==> config.mk <==
export PLATFORM = sky130hd
export DESIGN_NAME = uart_tx_arbiter
export DESIGN_NICKNAME = d
export VERILOG_FILES = /design/src/rtl/uart_tx_arbiter_pkg.sv /design/src/rtl/uart_tx_arbiter_rr_pick.sv /design/src/rtl/uart_tx_arbiter.sv
export SDC_FILE = /design/constraint.sdc
export NUM_CORES = 1
export LEC_CHECK = 0
export CAP_MARGIN = 15
export CELL_PAD_IN_SITES_DETAIL_PLACEMENT = 0
export CELL_PAD_IN_SITES_GLOBAL_PLACEMENT = 1
export CORE_UTILIZATION = 41
export DETAILED_ROUTE_END_ITERATION = 6
export PLACE_DENSITY_LB_ADDON = 0.3
export SLEW_MARGIN = 0
export SYNTH_ARGS = -nofsm -noshare
export SYNTH_HDL_FRONTEND = slang
export SYNTH_SLANG_ARGS = --single-unit
export TNS_END_PERCENT = 50
==> constraint.sdc <==
create_clock -name clk_i -period 2.8 [get_ports clk_i]
set_input_delay 0.56 -clock clk_i [delete_from_list [all_inputs] [get_ports clk_i]]
set_output_delay 0.56 -clock clk_i [all_outputs]
set_load 0.005 [all_outputs]
==> src/rtl/uart_tx_arbiter_pkg.sv <==
// uart_arb_pkg: shared FSM encoding and constants for the uart_tx round-robin arbiter.
// Revision 1.0
`default_nettype none

package uart_arb_pkg;

  localparam int         CH_W       = 4;
  localparam logic [3:0] HDR_NIBBLE = 4'hA;

  typedef enum logic [2:0] {
    ST_IDLE      = 3'd0,
    ST_ARM       = 3'd1,
    ST_START     = 3'd2,
    ST_WAIT_BUSY = 3'd3,
    ST_WAIT_DONE = 3'd4,
    ST_GAP       = 3'd5
  } arb_state_t;

endpackage

`default_nettype wire

==> src/rtl/uart_tx_arbiter_rr_pick.sv <==
// rr_pick: combinational round-robin priority encoder; searches from ptr+1 upward, wrapping.
// Revision 1.0
`default_nettype none

module rr_pick
  import uart_arb_pkg::*;
#(
  parameter int N_REQ = 4
) (
  input  logic [N_REQ-1:0] req,
  input  logic [CH_W-1:0]  ptr,
  output logic [N_REQ-1:0] onehot,
  output logic [CH_W-1:0]  idx,
  output logic             any
);

  logic [N_REQ-1:0] hi;

  always_comb begin
    hi     = '0;
    onehot = '0;
    idx    = '0;
    any    = |req;
    for (int k = 0; k < N_REQ; k++) begin
      hi[k] = req[k] && (k > int'(ptr));
    end
    // Lowest requester above the pointer wins; otherwise wrap to the lowest overall.
    for (int k = N_REQ - 1; k >= 0; k--) begin
      if (hi[k] || (!(|hi) && req[k])) idx = CH_W'(k);
    end
    for (int k = 0; k < N_REQ; k++) begin
      onehot[k] = any && (idx == CH_W'(k));
    end
  end

endmodule

`default_nettype wire

==> src/rtl/uart_tx_arbiter.sv <==
// uart_tx_arbiter: round-robin sharing of one uart_tx among N_REQ byte requesters.
// Optional per-burst channel header frame enabled by UART_TX_ARB_HDR_EN. Revision 1.0
`default_nettype none

module uart_tx_arbiter
  import uart_arb_pkg::*;
#(
  parameter int N_REQ      = 4,
  parameter int MAX_BURST  = 1,
  parameter int GAP_CYCLES = 2,
  parameter int BUSY_TMO   = 8
) (
  input  logic               clk_i,
  input  logic               nreset_i,
  input  logic [N_REQ-1:0]   req_i,
  input  logic [8*N_REQ-1:0] data_i,
  output logic [N_REQ-1:0]   gnt_o,
  output logic [7:0]         tx_data_o,
  output logic               tx_start_o,
  input  logic               tx_busy_i,
  output logic               busy_o,
  output logic [3:0]         cur_ch_o,
  output logic               err_o
);

  localparam logic [15:0] TMO_LIM  = 16'(BUSY_TMO - 2);
  localparam logic [7:0]  GAP_LAST = 8'(GAP_CYCLES - 1);
  localparam logic [7:0]  BURST_MX = 8'(MAX_BURST);

  arb_state_t       state;
  logic [CH_W-1:0]  ptr;
  logic [7:0]       burst;
  logic [7:0]       gap_cnt;
  logic [15:0]      tmo_cnt;

  logic [N_REQ-1:0] w_pick_oh;
  logic [CH_W-1:0]  w_pick_idx;
  logic             w_pick_any;
  logic [7:0]       w_pick_byte;
  logic [N_REQ-1:0] w_cur_oh;
  logic             w_cur_req;
  logic [7:0]       w_cur_byte;
  logic             w_gap_done;
  logic             w_continue;

`ifdef UART_TX_ARB_HDR_EN
  logic             hdr_phase;
`endif

  rr_pick #(.N_REQ(N_REQ)) u_rr_pick (
    .req    (req_i),
    .ptr    (ptr),
    .onehot (w_pick_oh),
    .idx    (w_pick_idx),
    .any    (w_pick_any)
  );

  always_comb begin
    w_pick_byte = '0;
    w_cur_byte  = '0;
    w_cur_oh    = '0;
    for (int k = 0; k < N_REQ; k++) begin
      if (w_pick_idx == CH_W'(k)) w_pick_byte = data_i[8*k +: 8];
      if (cur_ch_o == CH_W'(k)) begin
        w_cur_byte  = data_i[8*k +: 8];
        w_cur_oh[k] = 1'b1;
      end
    end
    w_cur_req  = |(req_i & w_cur_oh);
    w_gap_done = ((state == ST_WAIT_DONE) && !tx_busy_i && (GAP_CYCLES == 0)) ||
                 ((state == ST_GAP) && (gap_cnt == GAP_LAST));
`ifdef UART_TX_ARB_HDR_EN
    // After a header the first data byte is always fetched, independent of burst count.
    w_continue = w_cur_req && (hdr_phase || (burst < BURST_MX));
`else
    w_continue = w_cur_req && (burst < BURST_MX);
`endif
  end

  assign busy_o = (state != ST_IDLE);

  always_ff @(posedge clk_i or negedge nreset_i) begin
    if (!nreset_i) begin
      state      <= ST_IDLE;
      ptr        <= CH_W'(N_REQ - 1);
      burst      <= '0;
      gap_cnt    <= '0;
      tmo_cnt    <= '0;
      gnt_o      <= '0;
      tx_data_o  <= '0;
      tx_start_o <= 1'b0;
      cur_ch_o   <= '0;
      err_o      <= 1'b0;
`ifdef UART_TX_ARB_HDR_EN
      hdr_phase  <= 1'b0;
`endif
    end else begin
      gnt_o      <= '0;
      tx_start_o <= 1'b0;
      err_o      <= 1'b0;
      case (state)
        ST_IDLE: begin
          if (w_pick_any) begin
            ptr      <= w_pick_idx;
            cur_ch_o <= w_pick_idx;
            burst    <= 8'd1;
            state    <= ST_ARM;
`ifdef UART_TX_ARB_HDR_EN
            tx_data_o <= {HDR_NIBBLE, w_pick_idx};
            hdr_phase <= 1'b1;
`else
            tx_data_o <= w_pick_byte;
            gnt_o     <= w_pick_oh;
`endif
          end
        end
        ST_ARM: state <= ST_START;
        ST_START: begin
          tx_start_o <= 1'b1;
          tmo_cnt    <= '0;
          state      <= ST_WAIT_BUSY;
        end
        ST_WAIT_BUSY: begin
          if (tx_busy_i) begin
            state <= ST_WAIT_DONE;
          end else if (tmo_cnt == TMO_LIM) begin
            err_o <= 1'b1;
            state <= ST_IDLE;
          end else begin
            tmo_cnt <= tmo_cnt + 16'd1;
          end
        end
        ST_WAIT_DONE: begin
          if (!tx_busy_i && (GAP_CYCLES != 0)) begin
            gap_cnt <= '0;
            state   <= ST_GAP;
          end
        end
        ST_GAP: begin
          if (!w_gap_done) gap_cnt <= gap_cnt + 8'd1;
        end
        default: state <= ST_IDLE;
      endcase

      // Shared end-of-gap decision; also reached straight from WAIT_DONE when there is no gap.
      if (w_gap_done) begin
        if (w_continue) begin
          tx_data_o <= w_cur_byte;
          gnt_o     <= w_cur_oh;
          state     <= ST_ARM;
`ifdef UART_TX_ARB_HDR_EN
          burst     <= hdr_phase ? 8'd1 : burst + 8'd1;
          hdr_phase <= 1'b0;
`else
          burst     <= burst + 8'd1;
`endif
        end else begin
          state <= ST_IDLE;
        end
      end
    end
  end

endmodule

`default_nettype wire
==> Yosys cells after proc, flatten, opt, wreduce, memory -nomap -nowiden <==
Cells that the tools add are included.
{ "op_classes": {"n_addsub": 3, "magnitude_cmp": 4, "n_eq_ne": 21, "mux": 45, "bitwise_logic": 1, "reduce_logical": 30} }
{ "op_table": {"columns": ["cell", "count"], "rows": [
  ["8-bit 2-to-1 mux", 18],
  ["16-bit 2-to-1 mux", 2],
  ["16-bit one-hot mux with 2 select lines", 1],
  ["4-bit 2-to-1 mux", 7],
  ["3-bit one-hot mux with 6 select lines", 1],
  ["16-bit by 1-bit adder with 16-bit output, second input constant", 1],
  ["8-bit by 1-bit adder with 8-bit output, second input constant", 2],
  ["16-bit by 3-bit equality test with 1-bit output, second input constant", 1],
  ["4-bit by 2-bit equality test with 1-bit output, second input constant", 4],
  ["8-bit one-hot mux with 2 select lines", 1],
  ["3-bit 2-to-1 mux", 5],
  ["1-bit logical AND", 13],
  ["2-bit != test, second input constant", 5],
  ["1-bit 2-to-1 mux", 9],
  ["4-bit by 1-bit equality test with 1-bit output, second input constant", 2],
  ["8-bit by 1-bit equality test with 1-bit output, second input constant", 1],
  ["2-bit by 4-bit > comparator with 1-bit output, first input constant", 2],
  ["4-bit logical NOT", 2],
  ["8-bit by 1-bit less-than comparator with 1-bit output, second input constant", 1],
  ["4-bit OR reduction", 2],
  ["3-bit by 2-bit equality test with 1-bit output, second input constant", 2],
  ["3-bit equality test, second input constant", 2],
  ["3-bit AND reduction", 2],
  ["4-bit bitwise AND", 1],
  ["14 further kinds", 17]
]} }
{ "totals": {"regBits": 57, "in_bits": 39, "word_cells": 114} }

==> Depth between registers and ports, before layout <==
Gate-level depths: netlist (run 1).
{ "depth": {"ltp_word": 19, "depth_mapped": 8} }

==> Cells and area by module <==
Synthesis (run 1) repeated with hierarchy kept, for this count alone.
{ "unflattened": {"hier_cells": 369, "hier_area_um2": 3507.1} }
{ "modules_own_cells": {"columns": ["mod", "n_inst", "cells_per_inst", "area_each_um2", "seq_area_each_um2"], "rows": [
  ["uart_tx_arbiter", 1, 343, 3337.0, 1378.8],
  ["rr_pick", 1, 26, 170.2, 0.0]
]} }

==> Least setup slack after synthesis (run 1) <==
OpenSTA, ideal clock, no wires.
{ "synth_path": {"kind": "input -> register", "start": "input req_i[1]", "end": "register tx_data_o[5]", "setup_time_ns": 0.132, "arrival_ns": 1.857, "setup_slack_ns": 0.811, "cell_stages": 8, "cell_sequence": "buf_2 nand2b_1 a221o_1 buf_2 and2_0 clkbuf_1 o311ai_1 a21oi_1"} }
{ "synth_via": {"elab_chain_cells": 18, "elab_cells_between_ends": 30, "classes_between": "3 x eq/ne; 12 x mux; 1 x bitwise; 14 x reduce/logical"} }
{ "synth_rtl": {"columns": ["element", "line_no", "rtl"], "rows": [
  ["start, declared", "uart_tx_arbiter.sv:15", "input logic [N_REQ-1:0] req_i,"],
  ["1-bit logical AND", "uart_tx_arbiter_rr_pick.sv:25", "hi[k] = req[k] && (k > int'(ptr));"],
  ["3-bit OR reduction", "uart_tx_arbiter_rr_pick.sv:29", "if (hi[k] || (!(|hi) && req[k])) idx = CH_W'(k);"],
  ["1-bit logical NOT", "uart_tx_arbiter_rr_pick.sv:29", null],
  ["1-bit logical AND", "uart_tx_arbiter_rr_pick.sv:29", null],
  ["1-bit logical OR", "uart_tx_arbiter_rr_pick.sv:29", null],
  ["2-bit 2-to-1 mux", "uart_tx_arbiter_rr_pick.sv:29", null],
  ["4-bit 2-to-1 mux (3 in series)", "uart_tx_arbiter_rr_pick.sv:29", null],
  ["4-bit logical NOT", "uart_tx_arbiter.sv:63", "if (w_pick_idx == CH_W'(k)) w_pick_byte = data_i[8*k +: 8];"],
  ["8-bit 2-to-1 mux (4 in series)", "uart_tx_arbiter.sv:63", null],
  ["8-bit 2-to-1 mux", "uart_tx_arbiter.sv:103", "if (w_pick_any) begin"],
  ["8-bit 2-to-1 mux", "uart_tx_arbiter.sv:101", "case (state)"],
  ["8-bit 2-to-1 mux", "uart_tx_arbiter.sv:147", "if (w_continue) begin"],
  ["8-bit 2-to-1 mux *", "uart_tx_arbiter.sv:146", "if (w_gap_done) begin"],
  ["end signal, assigned", "uart_tx_arbiter.sv:112", "tx_data_o <= w_pick_byte;"],
  ["end signal, assigned", "uart_tx_arbiter.sv:148", "tx_data_o <= w_cur_byte;"],
  ["end, declared", "uart_tx_arbiter.sv:18", "output logic [7:0] tx_data_o,"]
]} }
Every way passes the cells marked *; elsewhere a longest branch is shown, timed or not.
A chain may end at the register's enable or synchronous reset.

==> Worst setup path after layout (run 1) <==
{ "layout_path": {"start": "input req_i[1]", "end": "register tx_data_o[3]"} }
The elaborated chain is that of the path after synthesis.

==> out/qor.yml, run 1 <==
finalWorstSetupSlack_ns: 0.453
netSwitchingPower_mw: 1.36
netlist.area_leader.share_pct: 38.1
yosysTopAreaCell: "dfrtp_1"
hold_viol_final: 0
grt_pass1_vias: 3001
post_drt_via_cell_ratio: 5.96
worst-setup-path-type: "in2reg"
hold_class: "in2async"
synth_flop_cell: "dfrtp_1"
cts-root-buf: "clkbuf_8"
swShare_pct: 40.3
fin_nets: 454
crit_arrival_ns: 2.55
layout_commonest_cell: "clkdlybuf4s50_1"
dp_hpwl_um: 6240
r2r_end: "tx_data_o[0]"
area_growth_pct: 23.3
drive_above_1_share_pct: 13.2
wl_per_cell_um: 16.9
vias: 3052
slew_violations: 0
fin_cells: 512
dp.cells: 504
cts-resized-gates: 0
required_ns: 3.00
finalSetupViolCount: 0
powerDensity_nw_per_um2: 815
grt_pass1_wl_um: 14700
num_rows: 32
diodes: 0
max-slew-margin-rel_pct: 60.7
dr.first_iter.drc_count: 205
die_w_um: 92.4
globalRouteOverflowTotal: 0
nFillCells: 747
power.share.sequential_pct: 36.7
route.detailed.drc: 0
cts_buffer_depth: 2
cp_cell_sequence: "clkdlybuf4s50_1 -> buf_4 -> a21boi_0 -> o221ai_2 -> a221oi_1 -> a211o_1 -> a2bb2oi_2"
drt-total-wl_um: 8670
cp-start-kind: "input pin"
clock_skew_ns: 0.0126
fin_util_pct: 52.9
htree_num_levels: 2
cts_tree: "built"
coreArea_um2: 7810
rsz0062_at_grt: "no"
netlist_area_um2: 3350
ant_nets: 0
async_flop_share_pct: 100
cts_hold_buf: 0
min_period_ns: 2.35
reg2reg_slack_ns: 0.63
initial_core_util_pct: 42.9
p_int_mw: 2.01
numCtsBuffers: 5
worstRegToRegCells: 6
r2r_start: "gap_cnt[0]"
maxCapViolCount: 0
power.share.combinational_pct: 48.9
synth.distinct_cells: 72
peakVddDrop_v: 0.000405
synth-edff-count: 0
fin_crit_sh_pct: 83.8
fmax_mhz: 426
synth_warnings: 0
ys_ff_latch: 53
postSynthCellCount: 352
crit_fanout: 10
postCtsSetupBuffers: 0
power_mw: 3.37
worst_pin_slew_ns: 0.586
endpoint_kind: "flop"
setup_tns_ns: 0
die-area_um2: 8540
cellLeakagePower_nw: 1.71
port_buffers: 55
pwr-share-clk_pct: 14.4
yosys-top-cells-area: "dfrtp_1 (38%), o21ai_0 (3.0%), a21oi_1 (2.7%)"
detailedPlace.worstSlack_ns: 0.132
clk_latency_ns: 0.32
status: "finished, final reports clean"
cts_num_sinks: 53
grt_usage_pct: 21.3
gp_congestion: 0.816
grt_antenna_before_repair: 0
num_io_pins: 58
slowest_stage: "clkdlybuf4s50_1"
critical_path.max_stage_delay_ns: 0.62
final_cell_mix: "clkdlybuf4s50_1 (54), dfrtp_1 (51), nand2_1 (24)"
path_clk_slew_ns: 0.10
syn_avg_cell_area_um2: 9.52
ys_seq_area_share_pct: 39.6
first_pass_iters: 7
die_h_um: 92.4
grt_max_degree: 29
==> worst max-delay path by stage <==
| stage | start | endpoint | slack (ns) | cells past startpoint |
|---|---|---|---|---|
| final | req_i[1] | tx_data_o[3] | 0.45 | 7 |
| after global routing | req_i[0] | tx_data_o[0] | 0.32 | 6 |
| after CTS | req_i[1] | tx_data_o[3] | 0.46 | 7 |
| after detailed placement | req_i[1] | tx_data_o[3] | 0.13 | 7 |
| after global placement | req_i[2] | tx_data_o[2] | 0.16 | 8 |
| after floorplan | req_i[1] | tx_data_o[5] | 0.81 | 8 |
==> power groups by stage <==
stage / clock [mW] / combinational, mW / sequential [mW]
4_1_cts: 0.489 / 1.65 / 1.23
3_3_place_gp: 0 / 1.63 / 1.25
3_5_place_dp: 0 / 1.64 / 1.25
6_report: 0.484 / 1.65 / 1.24
5_1_grt: 0.524 / 1.81 / 1.28
2_1_floorplan: 0 / 1.13 / 1.15
==> cell families (layout without fill, tap and decap cells) <==
logic type,Yosys count,after routing,share of synthesized area [%]
simple gates,127,127,21.7
compound gates,112,112,24.4
flops,53,53,39.6
buf+inv,35,92,5.37
mux,12,12,5.04
fa+ha+maj,6,6,2.24
xor+xnor,6,6,1.57
other cells,1,2,0.112
==> layer usage <==
| metal | global-route usage, % | routed length, um |
|---|---|---|
| met1 | 30.3 | 4030 |
| met3 | 3.28 | 425 |
| met4 | 5.73 | 114 |
| met2 | 33.6 | 4090 |
| met5 | 0 | 0 |
==> worst max-delay path, delay by kind of cell <==
kind | cells | cell delay [ns]
AO/OA/AOI/OAI | 5 | 1.13
buffers and inverters | 2 | 0.86
==> sequential cells by signal, summed over array words and instances (netlist names) <==
signal / flops
tx_start_o: 1
ptr: 2
gnt_o: 4
gap_cnt: 8
state: 3
err_o: 1
cur_ch_o: 2
burst: 8
tx_data_o: 8
tmo_cnt: 16
==> layout make-up <==
| class | instances | area (um2) | share of cell area (%) |
|---|---|---|---|
| clock buffers | 6 | 82.6 | 2.00 |
| clock inverters | 2 | 17.5 | 0.424 |
| flip-flops and latches | 53 | 1330 | 32.2 |
| repair buffers | 75 | 696 | 16.8 |
| inverters | 9 | 33.8 | 0.817 |
| multi-input cells | 265 | 1850 | 44.7 |
| well taps | 102 | 128 | 3.09 |
==> synth_stat cells (4+ instances only) <==
cell type and number:
a211o_1 4, a21o_1 4, a21oi_1 18, a221oi_1 4, a31oi_1 13, a32oi_1 5
and2_1 11, and3_1 4, buf_2 9, buf_4 4, clkbuf_1 9, dfrtp_1 51
ha_1 6, inv_1 9, mux2_2 5, nand2_1 24, nand2b_1 4, nand3_1 12
nand4_1 9, nor2_1 22, nor3_1 7, o21ai_0 20, o221ai_1 4, o31ai_1 9
or3_1 6, or4_1 4, xor2_1 5
==> per-stage QoR <==
stage,hold slack [ns],area [um2]
after floorplan,0.264,3360
after global placement,0.396,4030
after global routing,0.0503,4130
after CTS,0.0508,4130
final,0.0525,4130
after detailed placement,0.396,4030
Note: power is estimated with default switching activity, not from simulation.
==> run 2: changes to the inputs <==
clock period = 2.19 ns   (was 2.8 ns; I/O delays follow)
==> run 2 against run 1 <==
Effect of this change: sequential power up 22%; cell count up 5.1%; total power up 35%; first-iteration DRC count down 2.4%; via count up 2.5%; count of clock-buffer cells in the layout unchanged; largest power group unchanged; non-clock buffer count up 26; die area unchanged; clock power up 29%; design area up 6.3%; clock skew up 0.00081 ns; highest routed layer unchanged; routed wire length up 0.51%; largest cell class unchanged.
==> out/qor.yml, run 2 (synthesis results as in run 1) <==
grt_antenna_before_repair: 0  # unchanged
powerDensity_nw_per_um2: 1030  # was 815 nW/um2
postCtsSetupBuffers: 0  # unchanged
cts_tree: "built"  # unchanged
hold_viol_final: 0  # unchanged
r2r_start: "gap_cnt[2]"  # was gap_cnt[0]
die_w_um: 92.4  # unchanged
slew_violations: 0  # unchanged
drive_above_1_share_pct: 19.3  # was 13.2%
port_buffers: 55  # unchanged
numCtsBuffers: 5  # unchanged
hold_class: "in2async"  # unchanged
use_met2_pct: 34.1  # was 33.6%
critical_path.max_stage_delay_ns: 0.65  # was 0.62 ns
drt-total-wl_um: 8710  # was 8670 um
globalRouteOverflowTotal: 0  # unchanged
dr.first_iter.drc_count: 200  # was 205
cts_buffer_depth: 2  # unchanged
ant_nets: 0  # unchanged
cts-resized-gates: 0  # unchanged
status: "finished, final reports clean"  # unchanged
post_drt_via_cell_ratio: 5.81  # was 5.96
fin_nets: 480  # was 454
crit_buf_inv: 1  # was 2
vias: 3127  # was 3052
maxCapViolCount: 0  # unchanged
finalSetupViolCount: 0  # unchanged
reg2reg_slack_ns: 0.20  # was 0.63 ns
endpoint_kind: "flop"  # unchanged
grt_use_met1_pct: 29.9  # was 30.3%
layout_commonest_cell: "clkdlybuf4s50_1"  # unchanged
min_period_ns: 2.11
fin_cells: 538  # was 512
dp_hpwl_um: 6290  # was 6240 um
multiInputGateArea_um2: 1880  # was 1850 um2
cts-root-buf: "clkbuf_8"  # unchanged
coreArea_um2: 7810  # unchanged
use_met3_pct: 3.69  # was 3.28%
r2r_end: "tx_data_o[3]"  # was tx_data_o[0]
clock_skew_ns: 0.0134  # was 0.0126 ns
rsz0062_at_grt: "no"  # unchanged
setup_tns_ns: 0  # unchanged
crit_fanout: 12  # was 10
initial_core_util_pct: 42.9  # unchanged
detailedPlace.worstSlack_ns: -0.314  # was 0.132 ns
dp.cells: 530  # was 504
grt_usage_pct: 21.6  # was 21.3%
fin_util_pct: 56.3  # was 52.9%
die-area_um2: 8540  # unchanged
peakVddDrop_v: 0.000403  # was 0.000405 V
wl_per_cell_um: 16.2  # was 16.9 um
num_rows: 32  # unchanged
worstRegToRegCells: 5  # was 6
cp_top_family: "buffers and inverters"  # was compound AO/OA/AOI/OAI gates
route.detailed.drc: 0  # unchanged
diodes: 0  # unchanged
largest_reg_flops: 16  # unchanged
fmax_mhz: 473
grt_pass1_wl_um: 14600  # was 14700 um
slowest_stage: "clkdlybuf4s50_1"  # unchanged
die_h_um: 92.4  # unchanged
seq_area_um2: 1330  # about the same
regMostFlops: "tmo_cnt"  # unchanged
cts_num_sinks: 53  # unchanged
cp.depth: 6  # was 7
crit_arrival_ns: 2.37  # was 2.55 ns
worst-setup-path-type: "in2reg"  # unchanged
grt_pass1_vias: 3015  # was 3001
cts_hold_buf: 0  # unchanged
power_mw: 4.53  # was 3.37 mW
area_growth_pct: 31.1  # was 23.3%
nFillCells: 713  # was 747
first_pass_iters: 4  # was 7
cellLeakagePower_nw: 1.86  # was 1.71 nW
clk_latency_ns: 0.33  # was 0.32 ns
cp-start-kind: "input pin"  # unchanged
required_ns: 2.45  # was 3.00 ns
path_clk_slew_ns: 0.11  # was 0.10 ns
finalWorstSetupSlack_ns: 0.0776  # was 0.453 ns
grt_max_degree: 54  # was 29
gp_congestion: 0.836  # was 0.816
fin_crit_sh_pct: 96.5
final_cell_mix: "clkdlybuf4s50_1 (53), dfrtp_1 (50), buf_4 (44)"  # was clkdlybuf4s50_1 (54), dfrtp_1 (51), nand2_1 (24)
busiest_layer: "met2"  # unchanged
cp_cell_sequence: "clkdlybuf4s50_1 -> mux2i_1 -> mux2_4 -> or3_4 -> a31oi_1 -> a2bb2oi_2"  # was clkdlybuf4s50_1 -> buf_4 -> a21boi_0 -> o221ai_2 -> a221oi_1 -> a211o_1 -> a2bb2oi_2
htree_num_levels: 2  # unchanged
num_io_pins: 58  # unchanged
run 2: cell count changes in the layout (fill, tap and decap cells not counted), moves of 2 or more:
cell      before  now
buf_12         0    2
o221ai_2       2    0
buf_4         20   44
o221ai_4       0    2
run 2: metal layers:
layer,up-vias,part of all wire (%)
li1,1514,-
met4,0,1.1
met3,8,4.4
met5,-,0
met1,1521,46
met2,84,48
run 2: metrics by stage:
step	area [um2]	hold slack, ns
after detailed placement	4250	0.459
final	4390	0.0902
after global placement	4250	0.462
after floorplan	3360	0.142
after CTS	4350	0.102
after global routing	4390	0.0965
run 2: how the worst max path moves through the flow:
| stage | from | end | slack [ns] |
|---|---|---|---|
| after floorplan | burst[0] | tx_data_o[0] | 0.28 |
| after global placement | req_i[1] | tx_data_o[2] | -0.27 |
| after detailed placement | req_i[1] | tx_data_o[3] | -0.31 |
| after CTS | req_i[1] | tx_data_o[3] | 0.02 |
| after global routing | req_i[0] | tx_data_o[7] | 0.004 |
| final | req_i[3] | tx_data_o[3] | 0.08 |
run 2: area by class of cell:
| class | count | share of cell area, % |
|---|---|---|
| timing repair buffer | 101 | 20.9 |
| multi-input combinational | 265 | 42.9 |
| clock inverter | 2 | 0.399 |
| clock buffer | 6 | 1.88 |
| tap | 102 | 2.90 |
| sequential | 53 | 30.3 |
| inverter | 9 | 0.769 |
run 2: where the power goes:
part | switching [mW] | leakage [nW] | internal, mW
clock | 0.362 | 0.0518 | 0.264
combinational | 1.15 | 1.12 | 1.25
sequential | 0.266 | 0.689 | 1.24
